**src/rtl/sram_controller.sv**
```systemverilog
// sram_controller: bridges 32-bit MEM-stage loads/stores onto a 16-bit
// asynchronous SRAM as two halfword phases (LO then HI), and freezes the
// pipeline through ready while an access is in flight.
module sram_controller #(
  parameter int unsigned SRAM_WAIT = 2,
  parameter int unsigned BASE_ADDR = 1024
) (
  input  logic        clk,
  input  logic        rst,
  input  logic        wr_en,
  input  logic        rd_en,
  input  logic [31:0] address,
  input  logic [31:0] write_data,
  output logic [31:0] read_data,
  output logic        ready,
  output logic [17:0] sram_addr,
  output logic [15:0] sram_dq_out,
  input  logic [15:0] sram_dq_in,
  output logic        sram_dq_oe,
  output logic        sram_we_n
);

  localparam int unsigned CNT_W = 4;
  localparam int unsigned IDX_W = 17;
  localparam logic [CNT_W-1:0] LAST_CNT = CNT_W'(SRAM_WAIT - 1);

  typedef enum logic [1:0] {IDLE, LO, HI, DONE} state_t;

  state_t           state;
  logic [CNT_W-1:0] wait_cnt;
  logic [IDX_W-1:0] idx_q;
  logic [15:0]      wdata_hi_q;
  logic             is_write_q;

  logic             req;
  logic             last;
  logic [IDX_W-1:0] req_idx;

  // Word index relative to the data-memory base; wraps modulo 2^17 words.
  assign req_idx = IDX_W'((address - 32'(BASE_ADDR)) >> 2);
  assign req     = wr_en | rd_en;
  assign last    = (wait_cnt == LAST_CNT);

  // Freeze request goes out in the request cycle itself; DONE releases for one cycle.
  always_comb begin
    ready = 1'b0;
    case (state)
      IDLE:    ready = ~req;
      DONE:    ready = 1'b1;
      default: ready = 1'b0;
    endcase
  end

  // Access sequencer: LO halfword phase, HI halfword phase, one-cycle DONE.
  always_ff @(posedge clk) begin
    if (rst) begin
      state       <= IDLE;
      wait_cnt    <= '0;
      idx_q       <= '0;
      wdata_hi_q  <= '0;
      is_write_q  <= 1'b0;
      read_data   <= '0;
      sram_addr   <= '0;
      sram_dq_out <= '0;
      sram_we_n   <= 1'b1;
      sram_dq_oe  <= 1'b0;
    end else begin
      case (state)
        IDLE: begin
          if (req) begin
            idx_q      <= req_idx;
            wdata_hi_q <= write_data[31:16];
            is_write_q <= wr_en;
            wait_cnt   <= '0;
            sram_addr  <= {req_idx, 1'b0};
            sram_we_n  <= ~wr_en;
            sram_dq_oe <= wr_en;
            if (wr_en) begin
              sram_dq_out <= write_data[15:0];
            end
            state <= LO;
          end
        end
        LO: begin
          if (last) begin
            wait_cnt  <= '0;
            sram_addr <= {idx_q, 1'b1};
            if (is_write_q) begin
              sram_dq_out <= wdata_hi_q;
            end else begin
              read_data[15:0] <= sram_dq_in;
            end
            state <= HI;
          end else begin
            wait_cnt <= wait_cnt + CNT_W'(1);
          end
        end
        HI: begin
          if (last) begin
            wait_cnt   <= '0;
            sram_we_n  <= 1'b1;
            sram_dq_oe <= 1'b0;
            if (!is_write_q) begin
              read_data[31:16] <= sram_dq_in;
            end
            state <= DONE;
          end else begin
            wait_cnt <= wait_cnt + CNT_W'(1);
          end
        end
        DONE: begin
          state <= IDLE;
        end
        default: begin
          state <= IDLE;
        end
      endcase
    end
  end

endmodule
```
**config.mk**
```make
export PLATFORM = sky130hd
export DESIGN_NAME = sram_controller
export DESIGN_NICKNAME = d
export VERILOG_FILES = /design/src/rtl/sram_controller.sv
export SDC_FILE = /design/constraint.sdc
export NUM_CORES = 1
export LEC_CHECK = 0
export BUFFER_PORTS_ARGS = -buffer_cell sky130_fd_sc_hd__buf_2
export CORE_MARGIN = 10
export CORE_UTILIZATION = 50
export DETAILED_ROUTE_END_ITERATION = 6
export GPL_TIMING_DRIVEN = 1
export PLACE_DENSITY = 0.8
export SLEW_MARGIN = 20
export SYNTH_ARGS = -nofsm -noshare
export SYNTH_HDL_FRONTEND = slang
export SYNTH_SLANG_ARGS = --single-unit
```
**constraint.sdc**
```tcl
create_clock -name clk -period 2.3 [get_ports clk]
set_input_delay 0.46 -clock clk [delete_from_list [all_inputs] [get_ports clk]]
set_output_delay 0.46 -clock clk [all_outputs]
set_load 0.02 [all_outputs]
```
==> Word-level counts from Yosys, hierarchy flattened <==
Index checks and enable logic that the tools add are counted.
{ "word_totals": {"ff_bits": 108, "latch_bits": 0, "ram_bits": 0, "rom_bits": 0, "inputBits": 84, "out_inout_bits": 69, "word_cells": 61, "memories": 0} }
{ "op_classes": {"add_sub_neg": 2, "mul": 0, "n_div": 0, "n_lt_le_gt_ge": 0, "n_eq_ne": 9, "n_shift": 0, "mux": 22, "n_bitwise": 4, "reduce_logical": 13} }
{ "op_table": {"columns": ["operator", "count"], "rows": [
  ["16-bit two-way mux", 4],
  ["18-bit two-way mux", 2],
  ["18-bit case mux with 2 select lines", 1],
  ["16-bit case mux with 2 select lines", 1],
  ["19-bit by 11-bit subtractor with 19-bit output, second input constant", 1],
  ["3-bit AND reduction", 5],
  ["2-bit inequality test, second input constant", 5],
  ["4-bit two-way mux", 2],
  ["2-bit case mux with 4 select lines", 1],
  ["4-bit case mux with 2 select lines", 1],
  ["2-bit two-way mux", 3],
  ["1-bit case mux with 2 select lines", 3],
  ["2-bit nonzero test", 3],
  ["5-bit AND reduction", 1],
  ["4-bit by 1-bit adder with 4-bit output, second input constant", 1],
  ["2-bit == test, second input constant", 2],
  ["4-bit by 1-bit == test with 1-bit output, second input constant", 1],
  ["1-bit two-way mux", 4],
  ["2-bit AND reduction", 2],
  ["1-bit inverter", 3],
  ["2-bit by 1-bit == test with 1-bit output, second input constant", 1],
  ["2-bit zero test", 1],
  ["2-bit OR reduction", 1],
  ["1-bit OR", 1]
]} }

==> Depth between registers and ports, before layout <==
Gate-level depths: netlist (run 1).
{ "depth": {"depth_word": 4, "ltp_mapped": 9, "depth_no_buf": 6} }

==> Worst setup path before layout (run 1) <==
OpenSTA, ideal clock, no wires.
{ "synth_path": {"path_type": "register -> register", "start": "register wait_cnt[0]", "end": "register sram_addr[13]", "t_arrival_ns": 1.876, "setup_slack_ns": 0.356, "stages_incl_launch_ff": 8, "period_less_slack_ns": 1.944, "path_cell_list": "dfxtp_1 > ha_1 > or3b_1 > buf_6 > a211o_1 > buf_6 > a211o_1 > a21oi_2"} }
{ "synth_between": {"elab_chain_len": 3} }
{ "synth_rtl": {"columns": ["item", "line", "text"], "rows": [
  ["start, declared", "30", "logic [CNT_W-1:0] wait_cnt;"],
  ["start signal, assigned", "95", "wait_cnt <= wait_cnt + CNT_W'(1);"],
  ["start signal, assigned", "108", "wait_cnt <= wait_cnt + CNT_W'(1);"],
  ["4-bit by 1-bit == test with 1-bit output", "42", "assign last = (wait_cnt == LAST_CNT);"],
  ["2-bit inequality test (no line)", null, null],
  ["3-bit AND reduction (no line)", null, null],
  ["end signal, assigned", "75", "sram_addr <= {req_idx, 1'b0};"],
  ["end signal, assigned", "87", "sram_addr <= {idx_q, 1'b1};"],
  ["end, declared", "16", "output logic [17:0] sram_addr,"]
]} }
Every way passes these cells.
A chain may end at the register's enable or synchronous reset.

==> Final worst setup path (run 1) <==
{ "layout_path": {"start": "register state[0]", "end": "output ready"} }
{ "layout_between": {"elab_chain_len": 2} }
{ "layout_rtl": {"columns": ["item", "line", "text"], "rows": [
  ["start, declared", "29", "state_t state;"],
  ["start signal, assigned", "57", "state <= IDLE;"],
  ["start signal, assigned", "81", "state <= LO;"],
  ["start signal, assigned", "93", "state <= HI;"],
  ["2-bit == test / 2-bit zero test (equally long branches)", "47", "case (state)"],
  ["1-bit case mux with 2 select lines *", "47", null],
  ["end, declared", "15", "output logic ready,"]
]} }
Mark *: on every way between the ends. The rest lies on a longest branch, timed or not.

==> results of run 1 <==
==> state kept, by name (all words and copies together), names as in the netlist <==
name / cells
idx_q: 17
is_write_q: 1
read_data: 32
sram_addr: 18
sram_dq_oe: 1
sram_dq_out: 16
sram_we_n: 1
state: 2
wait_cnt: 4
wdata_hi_q: 16
==> kinds of logic after synthesis <==
kind of cell             count (synthesis)
XOR/XNOR                                 5
multiplexers                            26
flip-flops                             108
adder cells (fa/ha/maj)                  8
AO/OA/AOI/OAI                          123
buffers and inverters                   42
AND/OR/NAND/NOR                        216
==> per-stage QoR <==
stage	util, %	setup slack, ns	power, uW	instances	hold WS [ns]
5_1_grt	62.6	0.00129	7230	768	0.319
6_report	62.6	0.115	6740	768	0.307
2_1_floorplan	-	0.356	4830	528	0.436
3_3_place_gp	60.4	0.238	5610	752	0.437
4_1_cts	62.5	0.0763	6790	768	0.297
3_5_place_dp	60.4	0.212	5730	752	0.444
==> power by group <==
group          internal, uW  total, uW  switching [uW]
registers              2350       2600             254
logic                  1130       3070            1940
clock network           412       1070             656
total                  3890       6740            2850
==> how the worst max path moves through the flow <==
stage	from	end	slack, ns	cells after the start
6_report	state[0]	ready	0.12	7
5_1_grt	wait_cnt[0]	sram_addr[5]	0.001	7
4_1_cts	state[0]	ready	0.08	7
3_5_place_dp	wait_cnt[0]	sram_addr[15]	0.21	7
3_3_place_gp	wait_cnt[0]	sram_addr[14]	0.24	7
2_1_floorplan	wait_cnt[0]	sram_addr[13]	0.36	7
==> per-layer routing <==
metal / vias to the layer above / global-route usage [%]
met5: - / 0
met4: 0 / 5.76
met2: 121 / 28.0
met3: 16 / 6.03
li1: 2055 / -
met1: 1882 / 21.0
==> area by class of cell <==
cell class / instances / area, sq um
multi-input combinational: 378 / 2140
sequential: 108 / 2160
clock buffer: 11 / 131
timing repair buffer: 151 / 793
tap: 108 / 135
clock inverter: 5 / 45.0
fill: 809 / 3250
inverter: 7 / 26.3
==> cell usage in the layout, fill, tap and decap left out, types with 2 or more instances in the layout <==
| cell type | netlist | routed |
|---|---|---|
| or2_2 | 2 | 2 |
| ha_1 | 8 | 7 |
| nor3b_1 | 4 | 3 |
| nand4b_1 | 2 | 2 |
| buf_4 | 1 | 15 |
| o21ai_0 | 6 | 6 |
| o211ai_1 | 3 | 3 |
| a211oi_1 | 34 | 33 |
| nand3_1 | 2 | 2 |
| xnor2_1 | 5 | 5 |
| a211o_1 | 3 | 3 |
| nor2b_1 | 2 | 2 |
| a21oi_1 | 62 | 62 |
| dfxtp_1 | 108 | 108 |
| o31ai_1 | 3 | 3 |
| clkbuf_8 | 0 | 9 |
| buf_2 | 7 | 136 |
| nor3_2 | 2 | 2 |
| mux2i_1 | 25 | 25 |
| clkinv_4 | 0 | 2 |
| nor3_1 | 8 | 8 |
| inv_1 | 7 | 7 |
| nand3b_1 | 5 | 5 |
| o21a_1 | 3 | 3 |
| nor2_1 | 46 | 46 |
| nand2_1 | 130 | 130 |
| or3_1 | 3 | 3 |
| nand2b_1 | 2 | 2 |
| clkbuf_1 | 21 | 2 |
==> critical path: stages (launching register included) <==
cell	delay, ns
dfxtp_1	0.35
inv_1	0.14
ha_1	0.21
nor3b_4	0.24
buf_4	0.17
nor2_1	0.04
nor2_1	0.07
buf_2	0.17
==> synth_stat cells, drive strengths merged, types with 3 or more instances <==
master	number
nor3	10
dfxtp	108
a21oi	63
a211oi	35
nor3b	4
mux2i	25
ha	8
a211o	3
o211ai	3
nand2	130
o21ai	7
inv	7
xnor2	5
nand3b	5
clkbuf	21
o21a	3
nor2	46
o31ai	3
buf	14
or3	3
==> results.cfg, run 1 <==
[cells_and_area]
stdcell_area_sq_um = 5430
area_growth_pct = 21.9
fin_nets = 747
final_layout_size_suffix_gt1_share_pct = 26.8
diodes = 0

[synth]
synth_top_family_by_area = simple AND/OR/NAND/NOR gates
synth_area_leader_cell = dfxtp_1
async_flop_share_pct = 0
syn-instance-count = 528
synth-compound-area-share_pct = 17.1
synth_nets = 620
synth_warnings = 0
yosys_most_used_dff = dfxtp_1
netlist_area_sq_um = 4460
synthMuxAreaShare_pct = 5.87
yosysSeqAreaShare_pct = 48.5
yosys.area_share.simple_pct = 21.1
synth.distinct_cells = 47
synth_enable_flop_cells = 0
synth_fa_ha_area_share_pct = 2.25
syn_avg_cell_area_sq_um = 8.44
ys_ff_latch = 108
synthXorXnorAreaFrac_pct = 0.983
synth.top_cells.by_area = dfxtp_1, nand2_1, a21oi_1
synth_top_area_share_pct = 48.5

[setup_path]
rr_worst_depth = 7
r2r_start = wait_cnt[0]
critPathMaxFanout = 5
cp.arrival_ns = 1.72
required_ns = 1.84
critPathLaunchType = register
r2r_setup_slack_ns = 0.17
crit_type = reg2out
reg2reg_to = sram_addr[15]
cp-end-kind = output pin

[drt]
wl_met1_mm = 5.11
top_layer_used = met4
first_iter_violations = 207
ant_nets = 0
drc = 0
vias_per_cell = 5.30
dr.pass1.iters = 4
vias = 4074
routed_wl_mm = 11.8
wl_met3_microns = 969
dr_wl_met2_mm = 5.54
wl_per_cell_microns = 15.3

[floorplan]
die_width_microns = 114
die-area_sq_um = 13100
core_area_sq_um = 8680
fp-row-count = 34
die_y_microns = 114
pin_count = 153
initial_core_util_pct = 51.3

[clocking]
cts-resized-gates = 1
clock_path_buffers = 2
cts_tree = built
postCtsSetupBuffers = 0
clock_latency_ns = 0.36
cts-root-buf = clkbuf_8
cts_inserted_buffers = 9
path_clk_slew_ns = 0.11
htree_num_levels = 3
cts_hold_buf = 0
clock-sinks = 108

[sta]
maxSlewHeadroom_pct = 52.8
finalMaxSlewViolations = 0
finalSetupViolCount = 0
finalCritPeriodShare_pct = 95.0
min_period_ns = 2.18
worst_pin_slew_ns = 0.708
hold_viol = 0
worst_clock_skew_ns = 0.0168
fmax_mhz = 458
timing.setup.tns_ns = 0
grt_setup_unrepaired = false

[hold_path]
min_path_type = in2reg
holdCritStartpoint = address[10]
hold_end = idx_q[8]
whs_path_depth = 2

[global_route]
antenna_found_initial = 0
grt_overflow = 0
grt_use_total_pct = 17.4
grt_pass1_wl_mm = 19.2
grt_max_degree = 71
grt_pass1_vias = 4012

[placement]
gp_congestion = 0.835
portBuffers = 137
hpwlAfterDp_mm = 8.77
postPlaceCellArea_sq_um = 5240

[job]
drv_cap = 0

[status]
outcome = finished, final reports clean

[power_and_ir_drop]
peakVddDrop_mv = 0.700
p_leak_uw = 0.00231
power_density_nw_per_um2 = 1240
Note: power is estimated with default switching activity, not from simulation.
==> run 2: changes to the inputs <==
--- a/config.mk
+++ b/config.mk
@@ -11,6 +11,7 @@
 export DETAILED_ROUTE_END_ITERATION = 6
 export GPL_TIMING_DRIVEN = 1
 export PLACE_DENSITY = 0.8
+export RECOVER_POWER = 25
 export SLEW_MARGIN = 20
 export SYNTH_ARGS = -nofsm -noshare
 export SYNTH_HDL_FRONTEND = slang
==> results.cfg, run 2 (synthesis results as in run 1) <==
[status]
outcome = finished, final reports clean

[global_route]
grt_max_degree = 71
antenna_found_initial = 0
grt_use_total_pct = 17.4
grt_overflow = 0
grt_pass1_vias = 4012
grt_pass1_wl_mm = 19.2

[cells_and_area]
fin_nets = 747
final_cell_mix = nand2_1, dfxtp_1, buf_2
n_fill_cell = 823
area_growth_pct = 20.7
largest-register = read_data
largest_reg_flops = 32
final_common_cell = nand2_1
diodes = 0
final_layout_size_suffix_gt1_share_pct = 20.3
stdcell_count = 768
top_regs = read_data (32), sram_addr (18), idx_q (17)

[clocking]
clock_latency_ns = 0.36
cts-resized-gates = 1
cts-root-buf = clkbuf_8
clock_path_buffers = 2
cts_hold_buf = 0
htree_num_levels = 3
cts_inserted_buffers = 9
postCtsSetupBuffers = 0
clock-sinks = 108
path_clk_slew_ns = 0.11
cts_tree = built

[sta]
maxSlewHeadroom_pct = 52.5
worst_clock_skew_ns = 0.0160
finalMaxSlewViolations = 0
finalSetupViolCount = 0
finalCritPeriodShare_pct = 94.9
hold_viol = 0
timing.setup.tns_ns = 0
grt_setup_unrepaired = false
worst_pin_slew_ns = 0.713
min_period_ns = 2.18
fmax_mhz = 458

[drt]
wl_per_cell_microns = 15.4
routed_wl_mm = 11.8
dr.pass1.iters = 4
drc = 0
vias_per_cell = 5.32
first_iter_violations = 227
vias = 4088
ant_nets = 0

[hold_path]
min_path_type = in2reg

[setup_path]
required_ns = 1.84
critPathLaunchType = register
cp.arrival_ns = 1.72
crit_type = reg2out
cp-end-kind = output pin
critPathMaxFanout = 5

[placement]
gp_congestion = 0.835
portBuffers = 137
hpwlAfterDp_mm = 8.77
place_inst = 752

[floorplan]
die_width_microns = 114
die-area_sq_um = 13100
pin_count = 153
die_y_microns = 114
fp-row-count = 34
core_area_sq_um = 8680
initial_core_util_pct = 51.3

[power_and_ir_drop]
swShare_pct = 42.6
internal_power_uw = 3850
power_density_nw_per_um2 = 1250
seqPwrFrac_pct = 39.0
p_comb_share_pct = 45.1
p_leak_uw = 0.00213
clkPwrFrac_pct = 15.9
peakVddDrop_mv = 0.690
p_switching_uw = 2850

[job]
drv_cap = 0
==> run 2: cell count changes in the layout (fill, tap and decap cells not counted), sizes merged <==
| cell | previous run | this run |
|---|---|---|
| clkbuf | 11 | 54 |
| buf | 151 | 108 |
==> run 2: power groups by stage <==
stage	clock, uW	combinational [uW]	sequential [uW]
after floorplan	0	1840	2990
after global placement	0	3000	2620
after detailed placement	0	3080	2650
after CTS	1090	3090	2610
after global routing	1170	3360	2660
final	1060	3020	2610
==> run 2: per-stage QoR <==
| stage | utilization, % | hold WS [ns] | power, uW | area, sq um | worst slack (ns) |
|---|---|---|---|---|---|
| global placement | 60.4 | 0.437 | 5610 | 5240 | 0.238 |
| floorplan | - | 0.436 | 4830 | 4460 | 0.356 |
| detailed placement | 60.4 | 0.444 | 5730 | 5240 | 0.212 |
| finish | 62.0 | 0.310 | 6700 | 5380 | 0.117 |
| CTS | 62.5 | 0.297 | 6790 | 5430 | 0.0763 |
| global route | 62.0 | 0.319 | 7190 | 5380 | 0.00129 |
==> run 2: worst paths after layout <==
check / startpoint / end / slack (ns) / cells after the start
worst min register to register: wdata_hi_q[0] / wdata_hi_q[0] / 0.46 / 2
worst max-delay path: state[0] / ready / 0.12 / 7
worst max register to register: wait_cnt[0] / sram_addr[14] / 0.17 / 7
worst min-delay path: address[10] / idx_q[8] / 0.31 / 2
==> run 2: critical path, stage by stage, from the launching register on <==
cell and delay (ns):
dfxtp_1 0.35, inv_1 0.14, ha_1 0.21, nor3b_4 0.24, buf_4 0.17, nor2_1 0.04, nor2_1 0.07, buf_2 0.17
==> run 2: cell type report <==
| type | count | area (sq um) | share of cell area (%) |
|---|---|---|---|
| inverter | 7 | 26.3 | 0.489 |
| clock inverter | 5 | 45.0 | 0.838 |
| tap | 108 | 135 | 2.51 |
| clock buffer | 11 | 131 | 2.44 |
| sequential | 108 | 2160 | 40.2 |
| timing repair buffer | 151 | 739 | 13.8 |
| multi-input combinational | 378 | 2140 | 39.8 |
==> run 2: metal layers <==
metal	global-route usage, %	wire (microns)	share of wire (%)	up-vias
met2	28.0	5510	47	115
li1	-	-	-	2055
met1	21.0	5160	44	1902
met4	5.76	174	1.5	0
met3	6.03	986	8.3	16
met5	0	0	0	-
==> run 3: changes to the inputs <==
--- a/config.mk
+++ b/config.mk
@@ -7,10 +7,10 @@
 export LEC_CHECK = 0
 export BUFFER_PORTS_ARGS = -buffer_cell sky130_fd_sc_hd__buf_2
 export CORE_MARGIN = 10
-export CORE_UTILIZATION = 50
+export CORE_UTILIZATION = 45
 export DETAILED_ROUTE_END_ITERATION = 6
 export GPL_TIMING_DRIVEN = 1
-export PLACE_DENSITY = 0.8
+export PLACE_DENSITY = 0.76
 export RECOVER_POWER = 25
 export SLEW_MARGIN = 20
 export SYNTH_ARGS = -nofsm -noshare
==> constraint.sdc (replaced) <==
create_clock -name clk -period 1.8 [get_ports clk]
set_input_delay 0.36 -clock clk [delete_from_list [all_inputs] [get_ports clk]]
set_output_delay 0.36 -clock clk [all_outputs]
set_load 0.02 [all_outputs]
==> results.cfg, run 3 (synthesis results as in run 1) <==
[setup_path]
rr_worst_depth = 7
critPathLaunchType = register
crit_type = reg2reg
required_ns = 2.10
cp-end-kind = register
cp.arrival_ns = 2.16
critPathMaxFanout = 5

[global_route]
grt_use_total_pct = 16.6
grt_pass1_vias = 4244
grt_overflow = 0
grt_pass1_wl_mm = 20.3
antenna_found_initial = 0
grt_max_degree = 42

[sta]
fmax_mhz = 536
fin_ws_ns = -0.0641
worst_clock_skew_ns = 0.0140
min_period_ns = 1.86
grt_setup_unrepaired = true
finalSetupViolCount = 5
finalMaxSlewViolations = 0
worst_pin_slew_ns = 0.431
hold_viol = 0
finalCritPeriodShare_pct = 104
maxSlewHeadroom_pct = 70.9
worst_hold_slack_ns = 0.210

[cells_and_area]
final_common_cell = nand2_1
n_fill_cell = 880
fin_nets = 781
largest-register = read_data
stdcell_count = 826
largest_reg_flops = 32
area_growth_pct = 36.3
final_cell_mix = nand2_1, dfxtp_1, buf_2
diodes = 0
final_layout_size_suffix_gt1_share_pct = 31.0
top_regs = read_data (32), sram_addr (18), idx_q (17)
multi_input_area_sq_um = 2340
regArea_sq_um = 2170

[floorplan]
die_width_microns = 120
fp-row-count = 36
pin_count = 153
initial_core_util_pct = 45.8
die_y_microns = 120
die-area_sq_um = 14300
core_area_sq_um = 9730

[hold_path]
min_path_type = in2reg
whs_path_depth = 2

[status]
violations = negative setup slack
outcome = complete, but fails checks

[drt]
vias_per_cell = 5.23
routed_wl_mm = 13.2
dr_wl_met2_mm = 6.31
vias = 4317
wl_met3_microns = 983
drc = 0
wl_met1_mm = 5.71
first_iter_violations = 215
top_layer_used = met4
ant_nets = 0
dr.pass1.iters = 4
wl_per_cell_microns = 15.9

[placement]
place_inst = 796
portBuffers = 137
hpwlAfterDp_mm = 9.04
gp_congestion = 0.842

[power_and_ir_drop]
peakVddDrop_mv = 0.967
p_leak_uw = 0.00244
power_density_nw_per_um2 = 1740

[clocking]
path_clk_slew_ns = 0.11
clock-sinks = 108
htree_num_levels = 3
cts_tree = built
clock_latency_ns = 0.36
cts-root-buf = clkbuf_8
cts_inserted_buffers = 9
cts_hold_buf = 0
clock_path_buffers = 2

[job]
drv_cap = 0
-- run 3: changes by cell type in the layout (fill, tap and decap cells not counted), moves of 3 or more --
cell,before,now
buf_4,15,32
dfxtp_1,108,105
buf_2,93,99
inv_1,7,4
a211oi_2,1,13
a21oi_2,1,7
buf_6,0,11
a21oi_1,62,56
ha_1,7,4
clkbuf_16,0,3
clkbuf_1,45,36
a211oi_1,33,20
ha_4,0,3
buf_12,0,3
-- run 3: final cells by class --
class,instances,share of cell area [%]
Clock buffer,9,2.04
Clock inverter,6,1.38
Inverter,7,0.474
Multi-Input combinational cell,378,38.6
Sequential cell,108,35.7
Tap cell,133,2.74
Timing Repair Buffer,185,19.1
-- run 3: per-layer routing --
metal  track usage [%]  up-vias
met1              20.2     2035
met3              4.83       13
met5                 0        -
met2              28.4      140
met4              4.00        0
li1                  -     2129
-- run 3: worst paths after layout --
| check | endpoint | slack, ns | startpoint |
|---|---|---|---|
| hold reg to reg | read_data[10] | 0.46 | read_data[10] |
| hold / removal | idx_q[8] | 0.21 | address[10] |
| setup / recovery | sram_addr[13] | -0.06 | wait_cnt[1] |
| setup reg to reg | sram_addr[13] | -0.06 | wait_cnt[1] |
-- run 3: repair_timing --
item | 4_1_cts | 5_1_grt
gates cloned | 1 | 5
pin swaps | 3 | 14
endpoints found under the setup margin | 14 | 50
buffers inserted | 5 | 4
resized for setup | 16 | 45
-- run 3: through the flow --
stage          power (uW)  setup TNS, ns  util (%)  cell area, sq um  setup WS [ns]
3_3_place_gp         7610        -0.0304      56.3              5480        -0.0158
5_1_grt             11300          -1.37      62.4              6070         -0.131
4_1_cts              9710         -0.231      59.9              5820        -0.0574
2_1_floorplan        6210       -0.00503         -              4490       -0.00252
3_5_place_dp         7750         -0.331      56.3              5480        -0.0817
6_report            10600         -0.202      62.4              6070        -0.0641
-- run 3: critical path, stage by stage (launching register included) --
cell and delay [ns]:
dfxtp_2 0.34, inv_2 0.06, ha_4 0.11, or3b_4 0.41, a211o_4 0.37, buf_6 0.13
a211o_1 0.26, a21oi_2 0.13
-- run 3: power breakdown --
group | switching (uW) | internal [uW] | total [uW] | leakage, uW
Sequential | 333 | 3010 | 3340 | 0.000887
Clock | 880 | 669 | 1550 | 0.000105
Combinational | 3110 | 2590 | 5700 | 0.00145
